**src/rtl/mux4_rr_arbiter_if.sv**
```systemverilog
// Request/data/grant bundle between the four sources and the round-robin mux arbiter.
// The arbiter connects through the slave modport; the sources use the master modport.
interface mux4_rr_arbiter_if #(
  parameter int WIDTH = 8
);
  logic [3:0]       req;
  logic [WIDTH-1:0] i0;
  logic [WIDTH-1:0] i1;
  logic [WIDTH-1:0] i2;
  logic [WIDTH-1:0] i3;
  logic [3:0]       gnt;
  logic             valid;
  logic             s0;
  logic             s1;
  logic [WIDTH-1:0] out;
  logic             timeout;

  modport master (
    output req, i0, i1, i2, i3,
    input  gnt, valid, s0, s1, out, timeout
  );

  modport slave (
    input  req, i0, i1, i2, i3,
    output gnt, valid, s0, s1, out, timeout
  );
endinterface

```
**src/rtl/mux4_rr_arbiter.sv**
```systemverilog
// Round-robin arbiter and 4-to-1 data mux driven from a registered one-hot grant.
// Optional MUX_ARB_TIMEOUT_EN: forces release after MAX_HOLD cycles while others wait.
module mux4_rr_arbiter #(
  parameter int WIDTH    = 8,
  parameter int MAX_HOLD = 8
) (
  input  logic                 clk,
  input  logic                 reset,
  mux4_rr_arbiter_if.slave     bus
);
  localparam logic [0:0] IDLE  = 1'b0;
  localparam logic [0:0] GRANT = 1'b1;

  logic [0:0] state_q, state_d;
  logic [3:0] gnt_q, gnt_d;
  logic [1:0] sel_q, sel_d;
  logic [1:0] ptr_q, ptr_d;
  logic [3:0] others_s;
  logic [2:0] pick_s;
  logic [2:0] nxt_s;
  logic       force_s;
  logic [WIDTH-1:0] out_s;

  // First set request at or after start, modulo 4; returns {found, index}.
  function automatic logic [2:0] rr_pick(input logic [3:0] r, input logic [1:0] start);
    logic [2:0] res;
    logic [1:0] k;
    res = 3'b000;
    for (int j = 3; j >= 0; j--) begin
      k = start + 2'(j);
      if (r[k]) res = {1'b1, k};
    end
    return res;
  endfunction

  assign others_s = bus.req & ~(4'b0001 << sel_q);
  assign pick_s   = rr_pick(bus.req, ptr_q);
  assign nxt_s    = rr_pick(others_s, sel_q + 2'd1);

`ifdef MUX_ARB_TIMEOUT_EN
  localparam int HW = $clog2(MAX_HOLD) + 1;
  logic [HW-1:0] hold_q, hold_d;
  logic          timeout_q, timeout_d;

  assign force_s = (hold_q == HW'(MAX_HOLD - 1)) && (others_s != 4'b0000);
`else
  assign force_s = 1'b0;
`endif

  // Next-state, grant and pointer selection.
  always_comb begin
    state_d = state_q;
    gnt_d   = gnt_q;
    sel_d   = sel_q;
    ptr_d   = ptr_q;
`ifdef MUX_ARB_TIMEOUT_EN
    hold_d    = hold_q;
    timeout_d = 1'b0;
`endif
    case (state_q)
      IDLE: begin
        if (pick_s[2]) begin
          state_d = GRANT;
          sel_d   = pick_s[1:0];
          gnt_d   = 4'b0001 << pick_s[1:0];
`ifdef MUX_ARB_TIMEOUT_EN
          hold_d  = '0;
`endif
        end else begin
          state_d = IDLE;
        end
      end
      GRANT: begin
        if (!bus.req[sel_q] || force_s) begin
          ptr_d = sel_q + 2'd1;
          if (nxt_s[2]) begin
            sel_d = nxt_s[1:0];
            gnt_d = 4'b0001 << nxt_s[1:0];
`ifdef MUX_ARB_TIMEOUT_EN
            hold_d    = '0;
            timeout_d = bus.req[sel_q];
`endif
          end else begin
            state_d = IDLE;
            sel_d   = 2'd0;
            gnt_d   = 4'b0000;
          end
        end else begin
`ifdef MUX_ARB_TIMEOUT_EN
          // Saturate so a sole requester is never preempted.
          if (hold_q != HW'(MAX_HOLD - 1)) hold_d = hold_q + HW'(1);
          else hold_d = hold_q;
`endif
        end
      end
      default: begin
        state_d = IDLE;
        sel_d   = 2'd0;
        gnt_d   = 4'b0000;
      end
    endcase
  end

  // Arbiter state registers.
  always_ff @(posedge clk or posedge reset) begin
    if (reset) begin
      state_q <= IDLE;
      gnt_q   <= 4'b0000;
      sel_q   <= 2'd0;
      ptr_q   <= 2'd0;
    end else begin
      state_q <= state_d;
      gnt_q   <= gnt_d;
      sel_q   <= sel_d;
      ptr_q   <= ptr_d;
    end
  end

`ifdef MUX_ARB_TIMEOUT_EN
  // Hold counter and timeout pulse.
  always_ff @(posedge clk or posedge reset) begin
    if (reset) begin
      hold_q    <= '0;
      timeout_q <= 1'b0;
    end else begin
      hold_q    <= hold_d;
      timeout_q <= timeout_d;
    end
  end
  assign bus.timeout = timeout_q;
`else
  assign bus.timeout = 1'b0;
`endif

  // Data mux from the registered select and live inputs.
  always_comb begin
    out_s = {WIDTH{1'b0}};
    if (gnt_q != 4'b0000) begin
      case (sel_q)
        2'd0:    out_s = bus.i0;
        2'd1:    out_s = bus.i1;
        2'd2:    out_s = bus.i2;
        2'd3:    out_s = bus.i3;
        default: out_s = {WIDTH{1'b0}};
      endcase
    end else begin
      out_s = {WIDTH{1'b0}};
    end
  end

  assign bus.gnt   = gnt_q;
  assign bus.valid = |gnt_q;
  assign bus.s0    = sel_q[1];
  assign bus.s1    = sel_q[0];
  assign bus.out   = out_s;
endmodule

```
**src/flat_wrapper.sv**
```systemverilog
// flat-port wrapper written by rule: the top's interface ports become plain ports
module mux4_rr_arbiter_flat 
#(
  parameter int WIDTH    = 8,
  parameter int MAX_HOLD = 8
)
  (clk, reset, bus_req, bus_i0, bus_i1, bus_i2, bus_i3, bus_gnt, bus_valid, bus_s0, bus_s1, bus_out, bus_timeout);
  mux4_rr_arbiter_if #(.WIDTH(WIDTH)) bus_i ();
  input  logic clk;
  input  logic reset;
  input wire logic [$bits(bus_i.req)-1:0] bus_req;
  input wire logic [$bits(bus_i.i0)-1:0] bus_i0;
  input wire logic [$bits(bus_i.i1)-1:0] bus_i1;
  input wire logic [$bits(bus_i.i2)-1:0] bus_i2;
  input wire logic [$bits(bus_i.i3)-1:0] bus_i3;
  output wire logic [$bits(bus_i.gnt)-1:0] bus_gnt;
  output wire logic [$bits(bus_i.valid)-1:0] bus_valid;
  output wire logic [$bits(bus_i.s0)-1:0] bus_s0;
  output wire logic [$bits(bus_i.s1)-1:0] bus_s1;
  output wire logic [$bits(bus_i.out)-1:0] bus_out;
  output wire logic [$bits(bus_i.timeout)-1:0] bus_timeout;
  assign bus_i.req = bus_req;
  assign bus_i.i0 = bus_i0;
  assign bus_i.i1 = bus_i1;
  assign bus_i.i2 = bus_i2;
  assign bus_i.i3 = bus_i3;
  assign bus_gnt = bus_i.gnt;
  assign bus_valid = bus_i.valid;
  assign bus_s0 = bus_i.s0;
  assign bus_s1 = bus_i.s1;
  assign bus_out = bus_i.out;
  assign bus_timeout = bus_i.timeout;
  mux4_rr_arbiter #(.WIDTH(WIDTH), .MAX_HOLD(MAX_HOLD)) u_core (.clk(clk), .reset(reset), .bus(bus_i));
endmodule
```
**config.mk**
```make
export PLATFORM = sky130hd
export DESIGN_NAME = mux4_rr_arbiter_flat
export DESIGN_NICKNAME = d
export VERILOG_FILES = /design/src/rtl/mux4_rr_arbiter_if.sv /design/src/rtl/mux4_rr_arbiter.sv /design/src/flat_wrapper.sv
export SDC_FILE = /design/constraint.sdc
export NUM_CORES = 1
export LEC_CHECK = 0
export CAP_MARGIN = 20
export CORE_MARGIN = 1.5
export CORE_UTILIZATION = 50
export CTS_BUF_LIST = sky130_fd_sc_hd__clkbuf_16
export DETAILED_ROUTE_END_ITERATION = 6
export DONT_BUFFER_PORTS = 1
export GPL_ROUTABILITY_DRIVEN = 1
export PLACE_DENSITY = 0.69
export SYNTH_ARGS = -nofsm -noshare
export SYNTH_HDL_FRONTEND = slang
export SYNTH_SLANG_ARGS = --single-unit
```
**constraint.sdc**
```tcl
create_clock -name clk -period 2.9 [get_ports clk]
set_input_delay 0.58 -clock clk [delete_from_list [all_inputs] [get_ports clk]]
set_output_delay 0.58 -clock clk [all_outputs]
set_load 0.01 [all_outputs]
```
==> qor.csv, run 1 <==
metric;value;unit
antenna_found_initial;0;
synth_edf_count;0;
worstPathRequired;2.32;ns
layout_commonest_cell;nor2_1;
post_cts_resized;0;
fp.coreArea;2190;um^2
cpMostUsedCell;nor2_1;
hold_violations;0;
grt_pass1_vias;977;
cts_tree;done;
finalWorstPathRequiredPeriod;2.48;ns
relSlewSlack;66.7;%
grt_pass1_wl;4480;um
swShare;49.4;%
io_pins;54;
crit_family;compound AO/OA/AOI/OAI gates;
status;complete, no violations;
critPathBufInv;1;
rrSetupSlack;0.49;ns
clk_latency;0.24;ns
dieArea;2600;um^2
arrival;1.90;ns
htree_levels;1;
slowest_stage;dfrtp_1;
critical_path.startpoint;u_core.sel_q[0]$_DFFE_PP0P_;
final_core_util;54.9;%
finalCritPeriodShare;85.4;%
p_switching;805;uW
startpoint_type;flip-flop;
root_buffer;clkbuf_16;
crit_path_end_kind;output pin;
grt_max_degree;19;
clkSinkCount;9;
drtPass1Iterations;4;
start_util;52.7;%
drv_slew;0;
synth_seq_cells;9;
most-common-layout-cells;nor2_1 (23), a21oi_1 (13), nand2_1 (11);
grt_overflow;0;
chipWidth;51.0;um
nets;183;
cp_cell_sequence;inv_1 > ha_1 > a222oi_1 > nor2_1 > a21oi_1 > nor2_1;
setup_tns;0;ns
synth_top_cell_by_area;dfrtp_1;
async_reset_ff_share;100;%
ctsHoldBuffers;0;
holdWs;0.193;ns
cp_max_fo;10;
ir_drop;0.748;mV
die_y;51.0;um
track_usage;22.6;%
intPower;826;uW
vias;1103;
syn-instance-count;147;
path_class;reg2out;
seqPwrFrac;17.5;%
port_buffers;0;
place_congestion;0.934;
drc_errors;0;
place_inst;164;
syn-num-nets;189;
synth_ff_type;dfrtp_1;
drtAntennaViolNets;0;
n_antenna_cell;0;
via_per_inst;6.57;
syn_area;1150;um^2
synth-seq-area-share;19.5;%
power_frac_comb;67.9;%
setup_violations;0;
power_frac_clock;14.6;%
cts_setup_buffers;0;
setup_ws;0.424;ns
power.density;1350;nW/um^2
rsz0062_at_grt;no;
post-dp-hpwl;2120;um
cts_made_buffers;3;
hold_path_class;in2async;
skew;0.00127;ns
drive_gt1_share;10.7;%
ys_warn_count;0;
syn_area_per_cell;7.85;um^2
fmax;0.404;GHz
synth.area.top_cells;dfrtp_1 (20%), nor2_1 (7.5%), a222oi_1 (6.9%), a21oi_1 (5.6%), ha_1 (4.3%);
clk_pin_slew;0.04;ns
wl;2760;um
cap_violations;0;
wl_per_cell;16.4;um
p_leak;0.000505;uW
cts_buffer_depth;2;
ys_types;45;
synth_top_area_share;19.5;%
area_growth;4.34;%
dp_worst_setup_slack;0.517;ns
cpPeakStageDelay;0.47;ns
r2r_cells;7;
instances_no_fill;168;
r2r_end;u_core.bus.gnt[1]$_DFFE_PP0P_;
reg2reg_from;u_core.sel_q[0]$_DFFE_PP0P_;
drt_iter0_markers;51;
tightest_slew;0.495;ns
fp-row-count;17;
==> stage by stage <==
step           power (uW)  area, um^2
2_1_floorplan        1200        1150
3_3_place_gp         1360        1120
3_5_place_dp         1380        1120
4_1_cts              1620        1200
5_1_grt              1770        1200
6_report             1630        1200
==> layer usage <==
layer	global-route usage (%)	wire length [um]	vias up
li1	-	-	536
met1	31.1	1260	517
met2	35.5	1290	43
met3	2.92	162	7
met4	9.46	51	0
met5	0	0	-
==> cell type report <==
class / instances / area [um^2]
Fill cell: 210 / 987
Sequential cell: 9 / 225
Clock buffer: 3 / 75.1
Timing Repair Buffer: 3 / 22.5
Multi-Input combinational cell: 118 / 820
Inverter: 6 / 22.5
Tap cell: 28 / 35.0
Clock inverter: 1 / 3.75
==> registers in the layout, summed over array words and instances (netlist names) <==
register        flops
u_core.bus.gnt      4
u_core.ptr_q        2
u_core.sel_q        2
u_core.state_q      1
==> worst register-to-register path, delay by kind of cell, from the launching register on <==
kind            cells  cell delay, ns
simple gates        1            0.34
buf+inv             1            0.15
fa+ha+maj           1            0.37
flops               1            0.47
compound gates      4            0.93
==> cells by family after synthesis <==
kind of cell	share of synthesized area [%]
flops	19.5
simple gates	27.1
fa+ha+maj	4.34
mux	7.38
compound gates	31.9
buf+inv	9.44
other cells	0.325
==> how the worst max path moves through the flow <==
stage	slack, ns	depth (start not counted)	to
detailed placement	0.52	7	u_core.bus.gnt[1]$_DFFE_PP0P_
CTS	0.45	6	bus_out[4]
global route	0.31	6	bus_out[3]
global placement	0.53	7	u_core.bus.gnt[1]$_DFFE_PP0P_
floorplan	0.54	9	u_core.bus.gnt[3]$_DFFE_PP0P_
finish	0.42	6	bus_out[4]
==> power groups by stage <==
stage	sequential (uW)	combinational, uW	clock (uW)
2_1_floorplan	253	951	0
3_3_place_gp	285	1080	0
3_5_place_dp	289	1090	0
4_1_cts	286	1100	241
5_1_grt	299	1230	250
6_report	285	1110	239
==> cell usage after synthesis (4+ instances only) <==
cell type and n:
a21oi_1 13, ha_1 4, mux2i_1 4, buf_2 6
o21ai_0 4, dfrtp_1 9, nor2b_1 4, nor2_1 23
inv_1 6, nand2_1 11, a222oi_1 8
No activity file was read; power rests on OpenSTA's default activity.
==> run 2, diff against run 1 <==
--- a/config.mk
+++ b/config.mk
@@ -6,7 +6,6 @@
 export NUM_CORES = 1
 export LEC_CHECK = 0
 export CAP_MARGIN = 20
-export CORE_MARGIN = 1.5
 export CORE_UTILIZATION = 50
 export CTS_BUF_LIST = sky130_fd_sc_hd__clkbuf_16
 export DETAILED_ROUTE_END_ITERATION = 6
==> qor.csv, run 2 (synthesis results as in run 1) <==
metric;value;unit
status;complete, no violations;
fp-row-count;17;
totalPowerFinal;1630;uW
io_pins;54;
cts_setup_buffers;0;
rrSetupSlack;0.55;ns
track_usage;21.9;%
drtPass1Iterations;4;
place_inst;164;
placed_area;1120;um^2
setup_violations;0;
place_congestion;0.893;
grt_pass1_wl;4180;um
finalWorstPathRequiredPeriod;2.45;ns
post_cts_resized;0;
fin_area;1200;um^2
hold_path_class;in2async;
drc_errors;0;
cp_max_fo;10;
clkSinkCount;9;
power.density;1360;nW/um^2
largest_reg_flops;4;
fp.coreArea;2190;um^2
wl_per_cell;16.7;um
vias;1128;
clk_latency;0.23;ns
arrival;1.87;ns
crit_path_end_kind;output pin;
cap_violations;0;
drive_gt1_share;10.7;%
holdWs;0.204;ns
layout_commonest_cell;nor2_1;
dieArea;2500;um^2
rsz0062_at_grt;no;
chipWidth;50.0;um
grt_pass1_vias;932;
via_per_inst;6.71;
root_buffer;clkbuf_16;
port_buffers;0;
grt_max_degree;19;
startpoint_type;flip-flop;
drv_slew;0;
cts_buffer_depth;2;
instances_no_fill;168;
finalCritPeriodShare;84.6;%
ir_drop;0.717;mV
post-dp-hpwl;2030;um
htree_levels;1;
cts_tree;done;
grt_overflow;0;
drtAntennaViolNets;0;
fmax;0.408;GHz
area_growth;4.34;%
clk_pin_slew;0.04;ns
antenna_found_initial;0;
skew;0.000351;ns
ctsHoldBuffers;0;
wl;2800;um
relSlewSlack;65.8;%
n_antenna_cell;0;
tightest_slew;0.510;ns
die_y;50.0;um
cts_made_buffers;3;
drt_iter0_markers;66;
hold_violations;0;
path_class;reg2out;
most-common-layout-cells;nor2_1 (23), a21oi_1 (13), nand2_1 (11);
nets;183;
p_leak;0.000505;uW
worstPathRequired;2.32;ns
setup_tns;0;ns
start_util;52.7;%
==> run 2: cell counts in the layout (fill, tap and decap cells not counted) <==
Identical to the previous run, type by type.
==> run 2: cell type report <==
cell class              count  area (um^2)
clock inverters             1         3.75
multi-input cells         118          820
flip-flops and latches      9          225
inverters                   6         22.5
fillers                   205          987
well taps                  28         35.0
repair buffers              3         22.5
clock buffers               3         75.1
==> run 2: report_power, final <==
group / total [uW] / leakage, uW / internal (uW) / switching, uW
registers: 284 / 0.000110 / 185 / 99.8
clock network: 236 / 0.0000423 / 180 / 56.1
logic: 1110 / 0.000352 / 462 / 652
==> run 2: final timing paths <==
kind	endpoint	from	depth (start not counted)
min in group clk	u_core.ptr_q[0]$_DFFE_PP0P_	u_core.ptr_q[0]$_DFFE_PP0P_	2
setup reg to reg	u_core.bus.gnt[1]$_DFFE_PP0P_	u_core.sel_q[0]$_DFFE_PP0P_	7
max in group asynchronous	u_core.ptr_q[1]$_DFFE_PP0P_	reset	1
hold reg to reg	u_core.ptr_q[0]$_DFFE_PP0P_	u_core.ptr_q[0]$_DFFE_PP0P_	2
setup / recovery	bus_out[3]	u_core.sel_q[0]$_DFFE_PP0P_	6
hold / removal	u_core.sel_q[0]$_DFFE_PP0P_	reset	1
==> run 2: per-layer routing <==
metal,global-route usage (%),up-vias,part of all wire (%)
li1,-,535,-
met1,28.8,528,43
met2,35.6,61,48
met3,3.09,4,7.7
met4,8.57,0,0.96
met5,0,-,0
==> run 2: metrics by stage <==
stage	utilization, %	setup slack, ns
finish	54.9	0.447
detailed placement	51.3	0.554
global placement	51.3	0.542
global route	54.9	0.242
CTS	54.9	0.423
floorplan	-	0.545
==> run 2: critical path: stages, from the launching register on <==
cell and delay [ns]:
dfrtp_1 0.46, inv_1 0.15, ha_1 0.36, a222oi_1 0.38, nor2_1 0.07, a21oi_1 0.13
nor2_1 0.09
==> run 3, diff against run 2 <==
--- a/config.mk
+++ b/config.mk
@@ -11,7 +11,7 @@
 export DETAILED_ROUTE_END_ITERATION = 6
 export DONT_BUFFER_PORTS = 1
 export GPL_ROUTABILITY_DRIVEN = 1
-export PLACE_DENSITY = 0.69
+export PLACE_DENSITY = 0.72
 export SYNTH_ARGS = -nofsm -noshare
 export SYNTH_HDL_FRONTEND = slang
 export SYNTH_SLANG_ARGS = --single-unit
==> constraint.sdc (replaced) <==
create_clock -name clk -period 2.15 [get_ports clk]
set_input_delay 0.43 -clock clk [delete_from_list [all_inputs] [get_ports clk]]
set_output_delay 0.43 -clock clk [all_outputs]
set_load 0.01 [all_outputs]
==> qor.csv, run 3 (synthesis results as in run 1) <==
metric;value;unit
antenna_found_initial;0;
grt_pass1_wl;4320;um
finalWorstPathRequiredPeriod;2.11;ns
finalCritPeriodShare;98.0;%
final_core_util;59.1;%
io_pins;54;
critPathBufInv;2;
hold_path_class;in2async;
start_util;52.7;%
via_per_inst;6.57;
ir_drop;1.06;mV
layout_commonest_cell;nor2_1;
holdWs;0.0479;ns
power.density;1840;nW/um^2
cp_max_fo;8;
fp-row-count;17;
chipWidth;50.0;um
cap_violations;0;
clk_latency;0.24;ns
grt_overflow;0;
totalPowerFinal;2380;uW
dieArea;2500;um^2
fmax;0.474;GHz
nets;188;
n_antenna_cell;0;
ctsHoldBuffers;0;
post-dp-hpwl;2030;um
cts_buffer_depth;2;
wl;2780;um
startpoint_type;flip-flop;
largest_reg_flops;4;
status;complete, no violations;
grt_pass1_vias;943;
drive_gt1_share;23.4;%
root_buffer;clkbuf_16;
setup_violations;0;
most-common-layout-cells;nor2_1 (21), nand2_1 (11), a21oi_1 (11);
path_class;reg2out;
clk_pin_slew;0.04;ns
crit_path_end_kind;output pin;
drc_errors;0;
track_usage;22.8;%
htree_levels;1;
cp_cell_sequence;inv_2 > ha_4 > buf_4 > a222oi_1 > nor2_1 > a21oi_1 > nor2_1;
drtAntennaViolNets;0;
place_congestion;0.847;
drv_slew;0;
drtPass1Iterations;5;
grt_max_degree;21;
cts_tree;done;
cpPeakStageDelay;0.39;ns
cts_made_buffers;3;
die_y;50.0;um
drt_iter0_markers;78;
cpMostUsedCell;nor2_1;
port_buffers;0;
dp_worst_setup_slack;0.0207;ns
slowest_stage;dfrtp_2;
hold_violations;0;
area_growth;12.1;%
crit_family;compound AO/OA/AOI/OAI gates;
arrival;1.68;ns
wl_per_cell;16.1;um
fp.coreArea;2190;um^2
vias;1137;
worstPathRequired;1.72;ns
p_leak;0.000525;uW
skew;0.00126;ns
setup_ws;0.0425;ns
clkSinkCount;9;
[run 3: changes by cell type in the layout (fill, tap and decap cells not counted), sizes merged]
cell / change
buf: +5
[run 3: where the power goes]
group	total, uW	switching, uW	internal, uW
Clock	323	80.3	243
Combinational	1680	941	743
Sequential	374	122	253
[run 3: repair_timing]
action / 4_1_cts / 5_1_grt
hold endpoints to repair: 0 / 0
pin swaps: 0 / 5
setup endpoints to repair: 1 / 9
setup buffers: 0 / 0
resized for setup: 1 / 12
[run 3: final timing paths]
check | from | end | slack, ns | depth (start not counted)
setup / recovery | u_core.sel_q[0]$_DFFE_PP0P_ | bus_out[5] | 0.04 | 7
hold / removal | reset | u_core.bus.gnt[2]$_DFFE_PP0P_ | 0.05 | 1
setup reg to reg | u_core.sel_q[1]$_DFFE_PP0P_ | u_core.bus.gnt[3]$_DFFE_PP0P_ | 0.11 | 7
hold reg to reg | u_core.ptr_q[0]$_DFFE_PP0P_ | u_core.ptr_q[0]$_DFFE_PP0P_ | 0.51 | 2
max in group asynchronous | reset | u_core.sel_q[0]$_DFFE_PP0P_ | 1.82 | 1
min in group clk | bus_req[2] | u_core.state_q$_DFF_PP0_ | 0.50 | 4
[run 3: area by class of cell]
class	instances	area [um^2]
inverter	6	22.5
clock buffer	3	75.1
tap	28	35.0
clock inverter	1	3.75
timing repair buffer	8	60.1
multi-input combinational	118	870
fill	195	897
sequential	9	228
[run 3: per-layer routing]
metal  vias to the layer above  global-route usage, %  wire, um
met4                         0                   10.0        36
li1                        547                      -         -
met1                       528                   30.2      1170
met2                        58                   35.3      1330
met3                         4                   4.32       243
met5                         -                      0         0
[run 3: through the flow]
step / cell area [um^2] / instances / TNS, ns
2_1_floorplan: 1170 / 147 / 0
3_3_place_gp: 1170 / 169 / 0
3_5_place_dp: 1170 / 169 / 0
4_1_cts: 1250 / 173 / 0
5_1_grt: 1290 / 173 / -0.0450
6_report: 1290 / 173 / 0
